--- src/rtl/lab3_dg_keypad_scanner.sv ---
// 4x4 matrix keypad scanner: walks an active-low column drive, debounces a single
// key press and release, and presents the one-hot {row,col} word to the decoder.
module lab3_dg_keypad_scanner #(
    parameter int SCAN_DIV     = 4,
    parameter int DEBOUNCE_CNT = 3
) (
    input  logic       clk,
    input  logic       reset,
    input  logic [3:0] rows,
    output logic [3:0] cols,
    output logic [7:0] keypress,
    output logic       key_valid,
    output logic       key_held
);

    localparam int DW = (SCAN_DIV > 1) ? $clog2(SCAN_DIV) : 1;
    localparam int CW = $clog2(DEBOUNCE_CNT + 1);
    localparam logic [DW-1:0] DWELL_MAX = DW'(SCAN_DIV - 1);
    localparam logic [CW-1:0] CNT_MAX   = CW'(DEBOUNCE_CNT);

    typedef enum logic [1:0] {
        SCAN     = 2'd0,
        DEBOUNCE = 2'd1,
        HELD     = 2'd2
    } state_t;

    state_t        state, state_d;
    logic [1:0]    idx, idx_d;
    logic [CW-1:0] cnt, cnt_d, cnt_inc;
    logic [3:0]    row_oh, row_d;
    logic [3:0]    col_oh, col_d;
    logic [7:0]    kp_d;
    logic          valid_d, held_d;

    logic [3:0]    rs_meta, rs, nr, col_cur;
    logic [DW-1:0] dwell;
    logic          sample, one_low;

    // rows are asynchronous to clk; idle (pulled-up) value is all ones
    always_ff @(posedge clk or negedge reset) begin
        if (!reset) begin
            rs_meta <= 4'b1111;
            rs      <= 4'b1111;
        end else begin
            rs_meta <= rows;
            rs      <= rs_meta;
        end
    end

    always_ff @(posedge clk or negedge reset) begin
        if (!reset) dwell <= '0;
        else        dwell <= sample ? '0 : dwell + 1'b1;
    end

    assign sample  = (dwell == DWELL_MAX);
    assign nr      = ~rs;
    assign one_low = (nr != 4'd0) && ((nr & (nr - 4'd1)) == 4'd0);
    assign col_cur = 4'b0001 << idx;
    assign cnt_inc = cnt + 1'b1;
    assign cols    = ~col_cur;

    always_comb begin
        state_d = state;
        idx_d   = idx;
        cnt_d   = cnt;
        row_d   = row_oh;
        col_d   = col_oh;
        kp_d    = keypress;
        valid_d = 1'b0;
        held_d  = key_held;
        case (state)
            SCAN: begin
                if (sample) begin
                    if (one_low) begin
                        row_d = nr;
                        col_d = col_cur;
                        if (DEBOUNCE_CNT <= 1) begin
                            state_d = HELD;
                            cnt_d   = '0;
                            kp_d    = {nr, col_cur};
                            valid_d = 1'b1;
                            held_d  = 1'b1;
                        end else begin
                            state_d = DEBOUNCE;
                            cnt_d   = CW'(1);
                        end
                    end else begin
                        idx_d = idx + 2'd1;
                    end
                end
            end
            DEBOUNCE: begin
                if (sample) begin
                    if (nr == row_oh) begin
                        if (cnt_inc == CNT_MAX) begin
                            state_d = HELD;
                            cnt_d   = '0;
                            kp_d    = {row_oh, col_oh};
                            valid_d = 1'b1;
                            held_d  = 1'b1;
                        end else begin
                            cnt_d = cnt_inc;
                        end
                    end else begin
                        state_d = SCAN;
                        cnt_d   = '0;
                        idx_d   = idx + 2'd1;
                    end
                end
            end
            HELD: begin
                // only the latched row matters; other keys are ignored
                if (sample) begin
                    if ((rs & row_oh) != 4'd0) begin
                        if (cnt_inc == CNT_MAX) begin
                            state_d = SCAN;
                            cnt_d   = '0;
                            held_d  = 1'b0;
                            idx_d   = idx + 2'd1;
                        end else begin
                            cnt_d = cnt_inc;
                        end
                    end else begin
                        cnt_d = '0;
                    end
                end
            end
            default: begin
                state_d = SCAN;
                cnt_d   = '0;
            end
        endcase
    end

    always_ff @(posedge clk or negedge reset) begin
        if (!reset) begin
            state     <= SCAN;
            idx       <= 2'd0;
            cnt       <= '0;
            row_oh    <= 4'd0;
            col_oh    <= 4'd0;
            keypress  <= 8'h00;
            key_valid <= 1'b0;
            key_held  <= 1'b0;
        end else begin
            state     <= state_d;
            idx       <= idx_d;
            cnt       <= cnt_d;
            row_oh    <= row_d;
            col_oh    <= col_d;
            keypress  <= kp_d;
            key_valid <= valid_d;
            key_held  <= held_d;
        end
    end

endmodule

--- config.mk ---
export PLATFORM = sky130hd
export DESIGN_NAME = lab3_dg_keypad_scanner
export DESIGN_NICKNAME = d
export VERILOG_FILES = /design/src/rtl/lab3_dg_keypad_scanner.sv
export SDC_FILE = /design/constraint.sdc
export NUM_CORES = 1
export LEC_CHECK = 0
export BUFFER_PORTS_ARGS = -buffer_cell sky130_fd_sc_hd__buf_2
export CORE_UTILIZATION = 51
export CTS_CLUSTER_DIAMETER = 200
export DETAILED_ROUTE_END_ITERATION = 6
export GPL_ROUTABILITY_DRIVEN = 0
export GPL_TIMING_DRIVEN = 1
export HOLD_SLACK_MARGIN = 0.12
export PLACE_DENSITY = 0.74
export SYNTH_ARGS = -nofsm -noshare
export SYNTH_HDL_FRONTEND = slang
export SYNTH_SLANG_ARGS = --single-unit
--- constraint.sdc ---
create_clock -name clk -period 1.9 [get_ports clk]
set_input_delay 0.19 -clock clk [delete_from_list [all_inputs] [get_ports clk]]
set_output_delay 0.19 -clock clk [all_outputs]
set_load 0.03 [all_outputs]
Word-level counts from Yosys, hierarchy flattened
Cells that the tools add are included.
{"block": "totals", "out_inout_bits": 14, "regBits": 34, "wordCells": 84}
{"block": "classes", "muxes": 35, "shift": 1, "reduce_logical": 13, "n_eq_ne": 16, "n_bitwise": 4, "add_sub_neg": 4}
{"cell": "$mux W2", "count": 21}
{"cell": "$ne A2 B2 Y1 const B", "count": 10}
{"cell": "$pmux W2 S3", "count": 3}
{"cell": "$reduce_and A7 Y1", "count": 2}
{"cell": "$mux W1", "count": 10}
{"cell": "$and A4 B4 Y4", "count": 2}
{"cell": "$not A4 Y4", "count": 2}
{"cell": "$reduce_and A4 Y1", "count": 2}
{"cell": "$reduce_and A8 Y1", "count": 1}
{"cell": "$reduce_bool A4 Y1", "count": 2}
{"cell": "$add A2 B1 Y2 const B", "count": 3}
{"cell": "$eq A2 B2 Y1 const B", "count": 3}
{"cell": "$eq A4 B4 Y1", "count": 1}
{"cell": "$logic_not A4 Y1", "count": 1}
{"cell": "$shl A1 B2 Y4 const A", "count": 1}
{"cell": "$sub A4 B1 Y4 const B", "count": 1}
{"cell": "$ne A3 B3 Y1 const B", "count": 1}
{"cell": "$reduce_and A3 Y1", "count": 1}
{"cell": "$reduce_bool A3 Y1", "count": 1}
{"cell": "$eq A2 B1 Y1 const B", "count": 1}
{"cell": "$logic_not A2 Y1", "count": 1}
{"cell": "$pmux W1 S2", "count": 1}
{"cell": "$reduce_bool A2 Y1", "count": 1}
{"cell": "$logic_and A1 B1 Y1", "count": 1}

Depth between registers and ports, before layout
{"block": "depth", "word_depth": 8, "depth_mapped": 6, "mapped_depth_nobuf": 5}

Least setup slack after synthesis
Ideal clock, no wire load.
{"block": "synth_path", "path_kind": "register to register", "start": "register rs[3]", "end": "register idx[1]", "arrival_time_ns": 1.826, "period_less_slack_ns": 1.951, "slack_ns": -0.051, "stages_incl_launch_ff": 6, "path_cell_list": "dfstp_2 -> ha_1 -> o41ai_4 -> o31a_1 -> a2111oi_4 -> mux2_4"}
{"block": "synth_between", "elab_chain_len": 7, "elab_cells_between_ends": 13, "cone_classes": "add/sub: 1; eq/ne: 4; bitwise: 3; reduce/logical: 5"}
{"element": "start: declaration", "line_no": "35", "text": "logic [3:0] rs_meta, rs, nr, col_cur;"}
{"element": "start signal: assignment", "line_no": "46", "text": "rs <= rs_meta;"}
{"element": "$not A4 Y4", "line_no": "56", "text": "assign nr = ~rs;"}
{"element": "$sub A4 B1 Y4", "line_no": "57", "text": "assign one_low = (nr != 4'd0) && ((nr & (nr - 4'd1)) == 4'd0);"}
{"element": "$and A4 B4 Y4", "line_no": "57"}
{"element": "$logic_not A4 Y1", "line_no": "57"}
{"element": "$logic_and A1 B1 Y1", "line_no": "57"}
{"element": "$ne A2 B2 Y1 (no source line)"}
{"element": "$reduce_and A8 Y1 (no source line) (*)"}
{"element": "end signal: assignment", "line_no": "147", "text": "idx <= idx_d;"}
{"element": "end: declaration", "line_no": "28", "text": "logic [1:0] idx, idx_d;"}
Mark *: on every way between the ends. The rest lies on a longest branch, timed or not.
A chain may end at the register's enable or synchronous reset.

Worst setup path after layout
{"block": "layout_path", "start": "register rs[0]", "end": "register idx[1]"}
Same word-level chain as after synthesis.

==> run_results.csv <==
group,metric,value,unit
layout,regArea,861,µm²
worst_setup_path,crit_path_end_kind,"flip-flop",
die,chipHeight,57.6,µm
logic_synthesis,yosysTopAreaCell,"dfrtp_1",
die,std_cell_rows,19,
power_and_ir_drop,ir_drop,620,µV
power_and_ir_drop,powerDensity,931,mW/mm²
global_route,grt_first_pass_wirelength,4650,µm
clock_tree,root_buffer,"clkbuf_4",
detailed_routing,routed-via-count,1019,
worst_setup_path,path_delay_family,"compound AO/OA/AOI/OAI gates",
worst_setup_path,crit_path_max_fanout,3,
global_route,grt_overflow_total,0,
placement,post-place-ws,-0.00359,ns
sta,fin_crit_sh,0.989,
outcome,status,"finished with violations",
logic_synthesis,ys_seq_elements,34,
sta,rsz0062_at_grt,"true",
die,start_util,0.553,
detailed_routing,wire_per_inst,14.9,µm
layout,antenna_cells,0,
clock_tree,path_clk_slew,0.10,ns
worst_setup_path,reg2reg_slack,0.02,ns
layout,multiInputGateArea,699,µm²
clock_tree,insertion_delay,0.33,ns
layout,layoutNonFillerInstCount,189,
global_route,grt_pass1_vias,1043,
global_route,track_usage,0.193,
detailed_routing,ant_nets,0,
sta,timing.setup.tns,0,ns
sta,period_minus_slack,1.88,ns
worst_hold_path,hp-class,"reg -> reg",
placement,portBuffers,19,
logic_synthesis,synth_most_common_cell,"dfrtp_1",
detailed_routing,dr.pass1.iters,5,
logic_synthesis,synth_top_area_frac,0.412,
layout,fin_area,0.00192,mm²
logic_synthesis,synth_area_leaders,"dfrtp_1 41%, dfstp_2 13%, mux2_2 9.3%, ha_1 7.1%, inv_1 2.9%",
layout,post-route-util,0.674,
sta,clock_skew,0.00917,ns
global_route,grt_max_degree,35,
logic_synthesis,mappedNetlistArea,0.00158,mm²
global_route,antenna_found_initial,0,
outcome,violations,"DRC",
logic_synthesis,synth_seq_area_share,0.546,
die,pin_count,20,
detailed_routing,drt_iter0_drc,28,
sta,setup_violations,0,
logic_synthesis,syn_avg_cell_area,13.3,µm²
placement,dpl-instance-area,0.00176,mm²
layout,fillers,212,
clock_tree,htreeDepth,2,
sta,fin_ws,0.0206,ns
worst_setup_path,critPathBufInv,0,
worst_setup_path,arrival,2.11,ns
logic_synthesis,ys.flop_type,"dfrtp_1",
layout,area_delta_synth_final,21.9,%
logic_synthesis,syn_nets,134,
layout,drive_above_1_share,0.437,
layout,nets,172,
placement,place_hpwl,2020,µm
worst_setup_path,slowest_stage,"dfstp_2",
clock_tree,clock_path_buffers,2,
detailed_routing,drc,2,
worst_setup_path,worstPathCellList,"ha_1 > o41ai_4 > o21a_1 > a2111oi_4 > mux2_4",
clock_tree,cts_buffers,5,
clock_tree,cts_tree,"built",
worst_setup_path,critPathKind,"reg -> reg",
logic_synthesis,synth_edf_count,0,
logic_synthesis,netlist_instances,119,
sta,worstMarginPinSlew,0.728,ns
worst_setup_path,crit_path_start_kind,"flip-flop",
placement,placed_cells,174,
sta,fmax,0.532,GHz
run,cap_violations,0,
worst_setup_path,crit_required,2.13,ns
detailed_routing,vias_per_cell,5.39,
sta,slew_viol_final,0,
die,dieArea,0.00332,mm²
die,die_w,57.6,µm
worst_setup_path,cpPeakStageDelay,0.54,ns
logic_synthesis,async_flop_share,1.00,
logic_synthesis,yosysWarnings,0,
power_and_ir_drop,leakage,0.936,nW
sta,hold_violations,0,
logic_synthesis,synth_cell_type_count,36,
detailed_routing,wirelength,2820,µm
die,coreArea,0.00285,mm²
logic_synthesis,ys_top_cells_by_count,"26 x dfrtp_1, 13 x mux2_2, 12 x inv_1, 9 x ha_1, 8 x dfstp_2",
clock_tree,cts_sinks,34,
sta,relSlewSlack,0.515,
[report_power, final]
group          switching (mW)  total (mW)  internal [mW]  leakage, nW
combinational           0.262       0.463          0.201        0.481
sequential             0.0914       0.921          0.830        0.423
clock                   0.222       0.405          0.182       0.0326
[worst register-to-register path: stages, from the launching register on]
cell and delay, ns:
dfstp_2 0.54, ha_1 0.22, o41ai_4 0.09, o21a_1 0.22
a2111oi_4 0.39, mux2_4 0.33
[metal layers]
layer,wire [µm],vias to the layer above,part of all wire,track usage
met5,0,-,0,0
met4,41,0,0.015,0.0732
met3,104,5,0.037,0.0603
met2,1460,20,0.52,0.334
met1,1210,501,0.43,0.224
li1,-,493,-,-
[worst paths after layout]
| kind | start | end | cells after the start |
|---|---|---|---|
| setup / recovery | rs[0]$_DFF_PN1_ | idx[1]$_DFFE_PN0P_ | 5 |
| hold / removal | rs_meta[1]$_DFF_PN1_ | rs[1]$_DFF_PN1_ | 0 |
| setup reg to reg | rs[0]$_DFF_PN1_ | idx[1]$_DFFE_PN0P_ | 5 |
| hold reg to reg | rs_meta[1]$_DFF_PN1_ | rs[1]$_DFF_PN1_ | 0 |
| max in group asynchronous | reset | keypress[4]$_DFFE_PN0P_ | 2 |
| min in group asynchronous | reset | cnt[1]$_DFFE_PN0P_ | 2 |
[layout by cell type, fill, tap and decap left out, types with 3 or more instances in the layout]
cell type / Yosys / layout
a21oi_1: 3 / 3
buf_2: 2 / 19
buf_4: 0 / 10
clkbuf_4: 0 / 5
dfrtp_1: 26 / 26
dfstp_2: 8 / 8
dlygate4sd3_1: 0 / 5
ha_1: 9 / 6
ha_4: 0 / 3
inv_1: 12 / 12
mux2_2: 13 / 12
mux2i_1: 4 / 4
nand2_1: 3 / 3
nor2_1: 5 / 5
o21ai_0: 3 / 3
xnor2_1: 3 / 3
[final cells by class]
class,count,area share
tap,31,0.0202
multi-input combinational,70,0.364
inverter,12,0.0234
timing repair buffer,34,0.115
clock buffer,8,0.0306
sequential,34,0.448
[repair_timing]
item                                   in CTS  in global routing
gates resized for setup                     2                  4
endpoints found under the hold margin      30                  0
cloned                                      0                  0
hold buffers                                5                  0
setup endpoints to repair                   9                 10
pin swaps                                   0                  3
setup buffers                               0                  2
[flip-flops by register name, summed over array words and instances, names as in the netlist]
name	count
key_held	1
rs_meta	4
idx	2
rs	4
key_valid	1
row_oh	4
state	2
dwell	2
cnt	2
keypress	8
col_oh	4
[cells by family (layout without fill, tap and decap cells)]
family,after synthesis,in the layout,share of synthesized area
compound gates,17,17,0.105
xor+xnor,3,3,0.0167
fa+ha+maj,9,9,0.0714
buf+inv,15,54,0.0420
flops,34,34,0.546
mux,18,18,0.128
simple gates,23,23,0.0920
[per-stage QoR]
stage	hold WS [ns]	power, mW
final	0.357	1.79
after global routing	0.355	1.92
after detailed placement	0.286	1.36
after global placement	0.280	1.34
after CTS	0.361	1.78
after floorplan	-0.106	1.22
(Power assumes the default switching activity.)
